## src/rtl/xgriscv_halt_monitor_if.sv

```systemverilog
// Signal bundle between the pipeline-side driver and the halt monitor.
// The master drives the pc stream and clear; the monitor (slave) returns halt status and counters.
interface xgriscv_halt_monitor_if #(
    parameter int unsigned ADDR_SIZE = 32,
    parameter int unsigned CNT_W     = 32
);
    logic [ADDR_SIZE-1:0] pc;
    logic                 pc_valid;
    logic                 clear;
    logic                 halted;
    logic                 halt_pulse;
    logic [1:0]           halt_cause;
    logic [ADDR_SIZE-1:0] halt_pc;
    logic [CNT_W-1:0]     cycle_count;
    logic [CNT_W-1:0]     valid_count;

    modport master (
        output pc, pc_valid, clear,
        input  halted, halt_pulse, halt_cause, halt_pc, cycle_count, valid_count
    );

    modport slave (
        input  pc, pc_valid, clear,
        output halted, halt_pulse, halt_cause, halt_pc, cycle_count, valid_count
    );
endinterface

```

## src/rtl/xgriscv_halt_monitor.sv

```systemverilog
// Run-control monitor on the pipeline pc stream: halts on the stop address, a jump-to-self loop,
// or a cycle watchdog, and reports the cause, the halting pc and cycle/valid-pc counters.
module xgriscv_halt_monitor #(
    parameter int unsigned          ADDR_SIZE  = 32,
    parameter logic [ADDR_SIZE-1:0] STOP_ADDR  = 'h000000FC,
    parameter int unsigned          LOOP_LIMIT = 8,
    parameter int unsigned          MAX_CYCLES = 100000,
    parameter int unsigned          CNT_W      = 32
) (
    input logic                   clk,
    input logic                   rstn,
    xgriscv_halt_monitor_if.slave mon
);

    localparam logic [1:0] StIdle   = 2'd0;
    localparam logic [1:0] StRun    = 2'd1;
    localparam logic [1:0] StHalted = 2'd2;

    localparam logic [1:0] CauseNone  = 2'b00;
    localparam logic [1:0] CauseStop  = 2'b01;
    localparam logic [1:0] CauseLoop  = 2'b10;
    localparam logic [1:0] CauseWdog  = 2'b11;

    // rep_cnt never exceeds LOOP_LIMIT-1 because the loop trigger halts first.
    localparam int unsigned     REP_W    = $clog2(LOOP_LIMIT) + 1;
    localparam logic [REP_W-1:0] REP_TRIG = REP_W'(LOOP_LIMIT - 2);
    localparam int unsigned     CW1      = CNT_W + 1;
    localparam logic [CW1-1:0]  WD_LAST  = CW1'(MAX_CYCLES) - CW1'(1);

    logic [1:0]           state_q, state_d;
    logic                 halted_q, halted_d;
    logic                 halt_pulse_q, halt_pulse_d;
    logic [1:0]           halt_cause_q, halt_cause_d;
    logic [ADDR_SIZE-1:0] halt_pc_q, halt_pc_d;
    logic [CNT_W-1:0]     cycle_count_q, cycle_count_d;
    logic [CNT_W-1:0]     valid_count_q, valid_count_d;
    logic [ADDR_SIZE-1:0] prev_pc_q, prev_pc_d;
    logic                 prev_ok_q, prev_ok_d;
    logic [REP_W-1:0]     rep_cnt_q, rep_cnt_d;

    logic active;
    logic same_pc;
    logic trig_a, trig_l, trig_w;

    always_comb begin
        active  = (state_q == StRun) || ((state_q == StIdle) && mon.pc_valid);
        same_pc = prev_ok_q && (mon.pc == prev_pc_q);
        trig_a  = mon.pc_valid && (mon.pc == STOP_ADDR);
        trig_l  = mon.pc_valid && same_pc && (rep_cnt_q == REP_TRIG);
        trig_w  = (MAX_CYCLES != 0) && ({1'b0, cycle_count_q} == WD_LAST);
    end

    always_comb begin
        state_d       = state_q;
        halted_d      = halted_q;
        halt_pulse_d  = 1'b0;
        halt_cause_d  = halt_cause_q;
        halt_pc_d     = halt_pc_q;
        cycle_count_d = cycle_count_q;
        valid_count_d = valid_count_q;
        prev_pc_d     = prev_pc_q;
        prev_ok_d     = prev_ok_q;
        rep_cnt_d     = rep_cnt_q;

        if (mon.clear) begin
            state_d       = StIdle;
            halted_d      = 1'b0;
            halt_cause_d  = CauseNone;
            halt_pc_d     = '0;
            cycle_count_d = '0;
            valid_count_d = '0;
            prev_pc_d     = '0;
            prev_ok_d     = 1'b0;
            rep_cnt_d     = '0;
        end else if ((state_q != StHalted) && active) begin
            state_d = StRun;
            if (~&cycle_count_q) cycle_count_d = cycle_count_q + CNT_W'(1);
            if (mon.pc_valid) begin
                if (~&valid_count_q) valid_count_d = valid_count_q + CNT_W'(1);
                rep_cnt_d = same_pc ? rep_cnt_q + REP_W'(1) : '0;
                prev_pc_d = mon.pc;
                prev_ok_d = 1'b1;
            end

            if (trig_a || trig_l || trig_w) begin
                state_d      = StHalted;
                halted_d     = 1'b1;
                halt_pulse_d = 1'b1;
                if (trig_a)      halt_cause_d = CauseStop;
                else if (trig_l) halt_cause_d = CauseLoop;
                else             halt_cause_d = CauseWdog;
                // prev_pc_q is still zero when no valid pc has been seen yet.
                halt_pc_d = mon.pc_valid ? mon.pc : prev_pc_q;
            end
        end
    end

    always_ff @(posedge clk or negedge rstn) begin
        if (!rstn) begin
            state_q       <= StIdle;
            halted_q      <= 1'b0;
            halt_pulse_q  <= 1'b0;
            halt_cause_q  <= CauseNone;
            halt_pc_q     <= '0;
            cycle_count_q <= '0;
            valid_count_q <= '0;
            prev_pc_q     <= '0;
            prev_ok_q     <= 1'b0;
            rep_cnt_q     <= '0;
        end else begin
            state_q       <= state_d;
            halted_q      <= halted_d;
            halt_pulse_q  <= halt_pulse_d;
            halt_cause_q  <= halt_cause_d;
            halt_pc_q     <= halt_pc_d;
            cycle_count_q <= cycle_count_d;
            valid_count_q <= valid_count_d;
            prev_pc_q     <= prev_pc_d;
            prev_ok_q     <= prev_ok_d;
            rep_cnt_q     <= rep_cnt_d;
        end
    end

    assign mon.halted      = halted_q;
    assign mon.halt_pulse  = halt_pulse_q;
    assign mon.halt_cause  = halt_cause_q;
    assign mon.halt_pc     = halt_pc_q;
    assign mon.cycle_count = cycle_count_q;
    assign mon.valid_count = valid_count_q;

endmodule

```

## src/flat_wrapper.sv

```systemverilog
// flat-port wrapper written by rule: the top's interface ports become plain ports
module xgriscv_halt_monitor_flat 
#(
    parameter int unsigned          ADDR_SIZE  = 32,
    parameter logic [ADDR_SIZE-1:0] STOP_ADDR  = 'h000000FC,
    parameter int unsigned          LOOP_LIMIT = 8,
    parameter int unsigned          MAX_CYCLES = 100000,
    parameter int unsigned          CNT_W      = 32
)
  (clk, rstn, mon_pc, mon_pc_valid, mon_clear, mon_halted, mon_halt_pulse, mon_halt_cause, mon_halt_pc, mon_cycle_count, mon_valid_count);
  xgriscv_halt_monitor_if #(.ADDR_SIZE(ADDR_SIZE), .CNT_W(CNT_W)) mon_i ();
  input logic clk;
  input logic rstn;
  input wire logic [$bits(mon_i.pc)-1:0] mon_pc;
  input wire logic [$bits(mon_i.pc_valid)-1:0] mon_pc_valid;
  input wire logic [$bits(mon_i.clear)-1:0] mon_clear;
  output wire logic [$bits(mon_i.halted)-1:0] mon_halted;
  output wire logic [$bits(mon_i.halt_pulse)-1:0] mon_halt_pulse;
  output wire logic [$bits(mon_i.halt_cause)-1:0] mon_halt_cause;
  output wire logic [$bits(mon_i.halt_pc)-1:0] mon_halt_pc;
  output wire logic [$bits(mon_i.cycle_count)-1:0] mon_cycle_count;
  output wire logic [$bits(mon_i.valid_count)-1:0] mon_valid_count;
  assign mon_i.pc = mon_pc;
  assign mon_i.pc_valid = mon_pc_valid;
  assign mon_i.clear = mon_clear;
  assign mon_halted = mon_i.halted;
  assign mon_halt_pulse = mon_i.halt_pulse;
  assign mon_halt_cause = mon_i.halt_cause;
  assign mon_halt_pc = mon_i.halt_pc;
  assign mon_cycle_count = mon_i.cycle_count;
  assign mon_valid_count = mon_i.valid_count;
  xgriscv_halt_monitor #(.ADDR_SIZE(ADDR_SIZE), .STOP_ADDR(STOP_ADDR), .LOOP_LIMIT(LOOP_LIMIT), .MAX_CYCLES(MAX_CYCLES), .CNT_W(CNT_W)) u_core (.clk(clk), .rstn(rstn), .mon(mon_i));
endmodule
```

## config.mk

```make
export PLATFORM = sky130hd
export DESIGN_NAME = xgriscv_halt_monitor_flat
export DESIGN_NICKNAME = d
export VERILOG_FILES = /design/src/rtl/xgriscv_halt_monitor_if.sv /design/src/rtl/xgriscv_halt_monitor.sv /design/src/flat_wrapper.sv
export SDC_FILE = /design/constraint.sdc
export NUM_CORES = 1
export LEC_CHECK = 0
export ABC_AREA = 0
export CORE_UTILIZATION = 46
export CTS_CLUSTER_SIZE = 28
export DETAILED_ROUTE_END_ITERATION = 6
export PLACE_DENSITY = 0.83
export RECOVER_POWER = 50
export SYNTH_ARGS = -nofsm -noshare
export SYNTH_HDL_FRONTEND = slang
export SYNTH_SLANG_ARGS = --single-unit
```

## constraint.sdc

```tcl
create_clock -name clk -period 3.7 [get_ports clk]
set_input_delay 0.37 -clock clk [delete_from_list [all_inputs] [get_ports clk]]
set_output_delay 0.37 -clock clk [all_outputs]
set_load 0.02 [all_outputs]
```

Word-level counts from Yosys, hierarchy flattened. Cells that the tools add are included.

Reduce and logical (&&, ||, !) cells: 19. Multiply operators: 0. Equal/unequal tests: 8. Bitwise logic cells: 0. Muxes and demuxes: 34. Div/mod/pow operators: 0. Magnitude comparators: 0. Shift operators: 0. Add/sub/neg operators: 3.

Operators with widths (count): two-way mux 32 bit (13); adder 32 x 1 -> 32 bit (second input constant) (2); AND reduction 32 bit (2); equality test 32 x 17 -> 1 bit (second input constant) (1); equality test 32 bit (1); equality test 32 x 8 -> 1 bit (second input constant) (1); two-way mux 4 bit (4); two-way mux 2 bit (7); two-way mux 1 bit (10); logical AND 1 bit (6); != test 2 bit (second input constant) (3); AND reduction 2 bit (3); nonzero test 2 bit (3); adder 4 x 1 -> 4 bit (second input constant) (1); equality test 4 x 3 -> 1 bit (second input constant) (1); logical OR 1 bit (3); AND reduction 3 bit (1); equality test 2 x 1 -> 1 bit (second input constant) (1); logical NOT 2 bit (1).

Output and inout port bits: 100. ROM bits: 0. Memories: 0. Logic and storage cells: 74. Bits in writable memories: 0. Latch bits: 0. Register bits: 139.

Depth between registers and ports, before layout.
Depth in word-level cells: 9. Depth in mapped cells: 9. Gate-level depth less buffers: 7.

Worst setup path after synthesis. Ideal clock, no wire load.

Path type: register to register. From: register u_core.cycle_count_q[0], in the netlist u_core.mon.cycle_count[0]. To: register u_core.cycle_count_q[11], in the netlist u_core.mon.cycle_count[11]. Cell stages (with the launch flop): 9. Required time: 3.568 ns. Setup slack: 1.482 ns. Buffers on the path: 1. Data arrival time: 2.086 ns. Cells stage by stage: dfrtp_1 > ha_1 > nand4_1 > nor4_1 > nor4b_4 > buf_2 > nor3_1 > xnor2_1 > nor2_1.

Cells in the longest elaborated chain, start to end: 4. Elaborated cells on any way between the ends: 7. Those cells by class: 1 x add/sub; 1 x eq/ne; 3 x mux; 2 x reduce/logical.

RTL lines: start, declared (RTL line xgriscv_halt_monitor.sv:35) `logic [CNT_W-1:0] cycle_count_q, cycle_count_d;`; start signal, assigned (RTL line xgriscv_halt_monitor.sv:116) `cycle_count_q <= cycle_count_d;`; adder 32 x 1 -> 32 bit (RTL line xgriscv_halt_monitor.sv:77) `if (~&cycle_count_q) cycle_count_d = cycle_count_q + CNT_W'(1);`; two-way mux 32 bit (RTL line xgriscv_halt_monitor.sv:77); two-way mux 32 bit (RTL line xgriscv_halt_monitor.sv:75) `end else if ((state_q != StHalted) && active) begin`; two-way mux 32 bit (RTL line xgriscv_halt_monitor.sv:65) `if (mon.clear) begin`.

Several ways; a longest one is shown, not always the timed one. The select of a mux whose other input is x is not followed. A chain may end at the register's enable or synchronous reset.

Final worst setup path.
From: input mon_clear. To: register u_core.rep_cnt_q[3].

Cells in the longest elaborated chain, start to end: 2. Elaborated cells on any way between the ends: 4. Those cells by class: 1 x mux; 3 x reduce/logical.

RTL lines: start, declared (RTL line flat_wrapper.sv:16) `input wire logic [$bits(mon_i.clear)-1:0] mon_clear;`; nonzero test 2 bit (no line); AND reduction 2 bit (no line); end signal, assigned (RTL line xgriscv_halt_monitor.sv:120) `rep_cnt_q <= rep_cnt_d;`; end, declared (RTL line xgriscv_halt_monitor.sv:39) `logic [REP_W-1:0] rep_cnt_q, rep_cnt_d;`.

Several ways; a longest one is shown, not always the timed one.

==> metrics.txt <==
cts hold-fix bufs 0; Post-Layout Cell Count 1147; Startpoint Class primary input; Initial Util 0.478; routed vias 6582; crit path time final 2.90 ns; commonest non-fill, non-tap cell in the layout dfrtp_1; CTS Buf Count 17; IO buf count 135; initial antenna violation count 0; RSZ-0062 raised after global routing no; DR WL/cell 17.4 µm; Yosys reg bits 139; CORE AREA 0.0161 mm²; pwr dens 356 mW/mm²; top cell type by total area after synthesis dfrtp_1; Crit. End Element flop; relative slew slack -0.403; fmax 344 MHz; Min-Delay Path Class in2reg; failing checks max-capacitance violations, max-slew violations; max_cap viols 2; Post-DP HPWL 13.6 mm; post-CTS setup buffer count 0; Final nets 957; drt pass-1 iters 5; Avg Inst Size Synth 9.72 µm²; Clock Skew 0.00668 ns; I/O pins 136; max-slew violation count 171; Syn Std Cell Area 0.00770 mm²; placed cells 1114; CTS sink count 139; cells after synthesis 793; FP Rows 46; status finished with violations; Peak supply drop 0.000332 V; Critical Path RT 4.01 ns; Post-synth ARST share 1.00; Tcrit/Tclk final 0.785; total wire length 20.0 mm; Top FF cell, synth dfrtp_1; Worst Path Class, Setup in2reg; first-pass GRT wire length 33.4 mm; top post-synthesis cells by area dfrtp_1 45%, xnor2_1 6.8%, a221oi_2 5.7%; Worst Tran Pin Value 2.11 ns; Hold Violations, Final 0; most frequent cells in the layout 139 x dfrtp_1, 107 x nand2_1, 97 x clkdlybuf4s50_1; sequential-to-total area share from yosys stat 0.451; Netlist cell types 62; total number of H-tree levels 4; P&R area growth vs syn 26.3%; CP peak stage delay 1.53 ns; clk buf depth 2; area share of the largest cell type after synthesis 0.451; arrival time of the worst setup path 3.21 ns; area of the die 0.0173 mm²; post-DR vias/cell 5.74; Setup violations, final 0; setup tns final 0 ns; root buf cell clkbuf_16; total global-route track usage 0.241; worst skew pair latency 0.42 ns; crit-path cells clkbuf_1, buf_4, clkbuf_2, nor3_1, a211o_1; CP Max Fanout 88; Post-route DRC 0; drt initial violations 482; synth warn 0; syn nets 833; largest net degree at the start of global routing 89; CTS tree yes; share of cells above drive strength 1 0.100; Die Ht 131 µm; post-CTS sizing 0; Post-synth EDFFs 0; GP Congestion 0.863; Leakage 3.95 nW; ANT nets after route 0; vias in the first global route 6558; Die W 131 µm; slowest CP cell clkbuf_2; Reg clk slew, reported paths 0.06 ns; Remaining Overflow, GRT 0
## synthesized netlist by cell type, types with 3 or more instances
| cell type | n |
|---|---|
| ha_1 | 4 |
| nand2_1 | 107 |
| nand3_1 | 22 |
| dfrtp_1 | 139 |
| nor2b_1 | 3 |
| and3_1 | 9 |
| xnor2_1 | 60 |
| a21oi_1 | 48 |
| or3_1 | 14 |
| nand4_2 | 3 |
| a221oi_1 | 4 |
| and2_1 | 7 |
| and4_1 | 7 |
| nor3_1 | 18 |
| buf_4 | 3 |
| a221oi_2 | 29 |
| o21ai_0 | 16 |
| xor2_1 | 15 |
| buf_6 | 6 |
| mux2i_1 | 32 |
| nor2_1 | 65 |
| o21ai_1 | 3 |
| nor4b_1 | 6 |
| buf_1 | 5 |
| nor4_1 | 31 |
| inv_1 | 41 |
| or2_2 | 3 |
| nand2b_1 | 3 |
| clkbuf_1 | 23 |
| nand4_1 | 25 |
## cells by family after synthesis
| kind of cell | count (synthesis) | share of synthesized area |
|---|---|---|
| buffers and inverters | 81 | 0.0473 |
| multiplexers | 33 | 0.0430 |
| XOR/XNOR | 75 | 0.0853 |
| AO/OA/AOI/OAI | 121 | 0.131 |
| AND/OR/NAND/NOR | 340 | 0.235 |
| adder cells (fa/ha/maj) | 4 | 0.00650 |
| flip-flops | 139 | 0.451 |
## critical path: cells and delay by family
family | cells | cell delay, ns
buf+inv | 3 | 2.19
simple gates | 1 | 0.16
compound gates | 1 | 0.34
## registers in the layout (all words and copies together) (netlist names)
register	cells
u_core.prev_ok_q	1
u_core.state_q	2
u_core.rep_cnt_q	4
u_core.mon.halt_cause	2
u_core.mon.halt_pulse	1
u_core.mon.halt_pc	32
u_core.mon.cycle_count	32
u_core.prev_pc_q	32
u_core.mon.halted	1
u_core.mon.valid_count	32
## metal layers
layer / vias up / part of all wire / routed length (µm) / track usage
met5: - / 0 / 0 / 0
met4: 0 / 0.019 / 390 / 0.0853
met3: 36 / 0.065 / 1290 / 0.0552
met2: 238 / 0.48 / 9590 / 0.384
met1: 3233 / 0.44 / 8730 / 0.322
li1: 3075 / - / - / -
## worst paths after layout
kind	slack, ns	start	cells after the start	end
min reg2reg	0.49	u_core.mon.halted$_DFFE_PN0P_	1	u_core.mon.halted$_DFFE_PN0P_
max in group asynchronous	1.44	rstn	2	u_core.mon.halt_pc[12]$_DFFE_PN0P_
min	0.49	mon_clear	4	u_core.mon.valid_count[0]$_DFFE_PN0P_
min in group asynchronous	0.54	rstn	1	u_core.mon.halt_pc[5]$_DFFE_PN0P_
max	0.80	mon_clear	5	u_core.rep_cnt_q[3]$_DFFE_PN0P_
max reg2reg	0.85	u_core.mon.cycle_count[17]$_DFFE_PN0P_	6	u_core.mon.halt_pc[8]$_DFFE_PN0P_
## where the power goes
part	switching [W]	internal [W]
clock	0.000629	0.000970
combinational	0.000185	0.000108
sequential	0.0000259	0.00155
## stage by stage
step            util  setup slack (ns)  cell area [µm²]  total power [W]  hold slack (ns)
2_1_floorplan      -              1.48             7700          0.00175           0.0744
3_3_place_gp   0.571             0.643             9200          0.00189            0.466
3_5_place_dp   0.571             0.611             9200          0.00189            0.468
4_1_cts        0.605             0.882             9750          0.00349           0.0230
5_1_grt        0.604             0.631             9730          0.00358            0.511
6_report       0.604             0.795             9730          0.00346            0.488
## final cells by class
class | count | area, µm²
inverters | 41 | 154
repair buffers | 145 | 1420
flip-flops and latches | 139 | 3480
clock inverters | 8 | 67.6
clock buffers | 24 | 482
fillers | 1375 | 6380
diodes | 1 | 2.50
multi-input cells | 573 | 3860
well taps | 216 | 270
No activity file was read; power rests on OpenSTA's default activity.
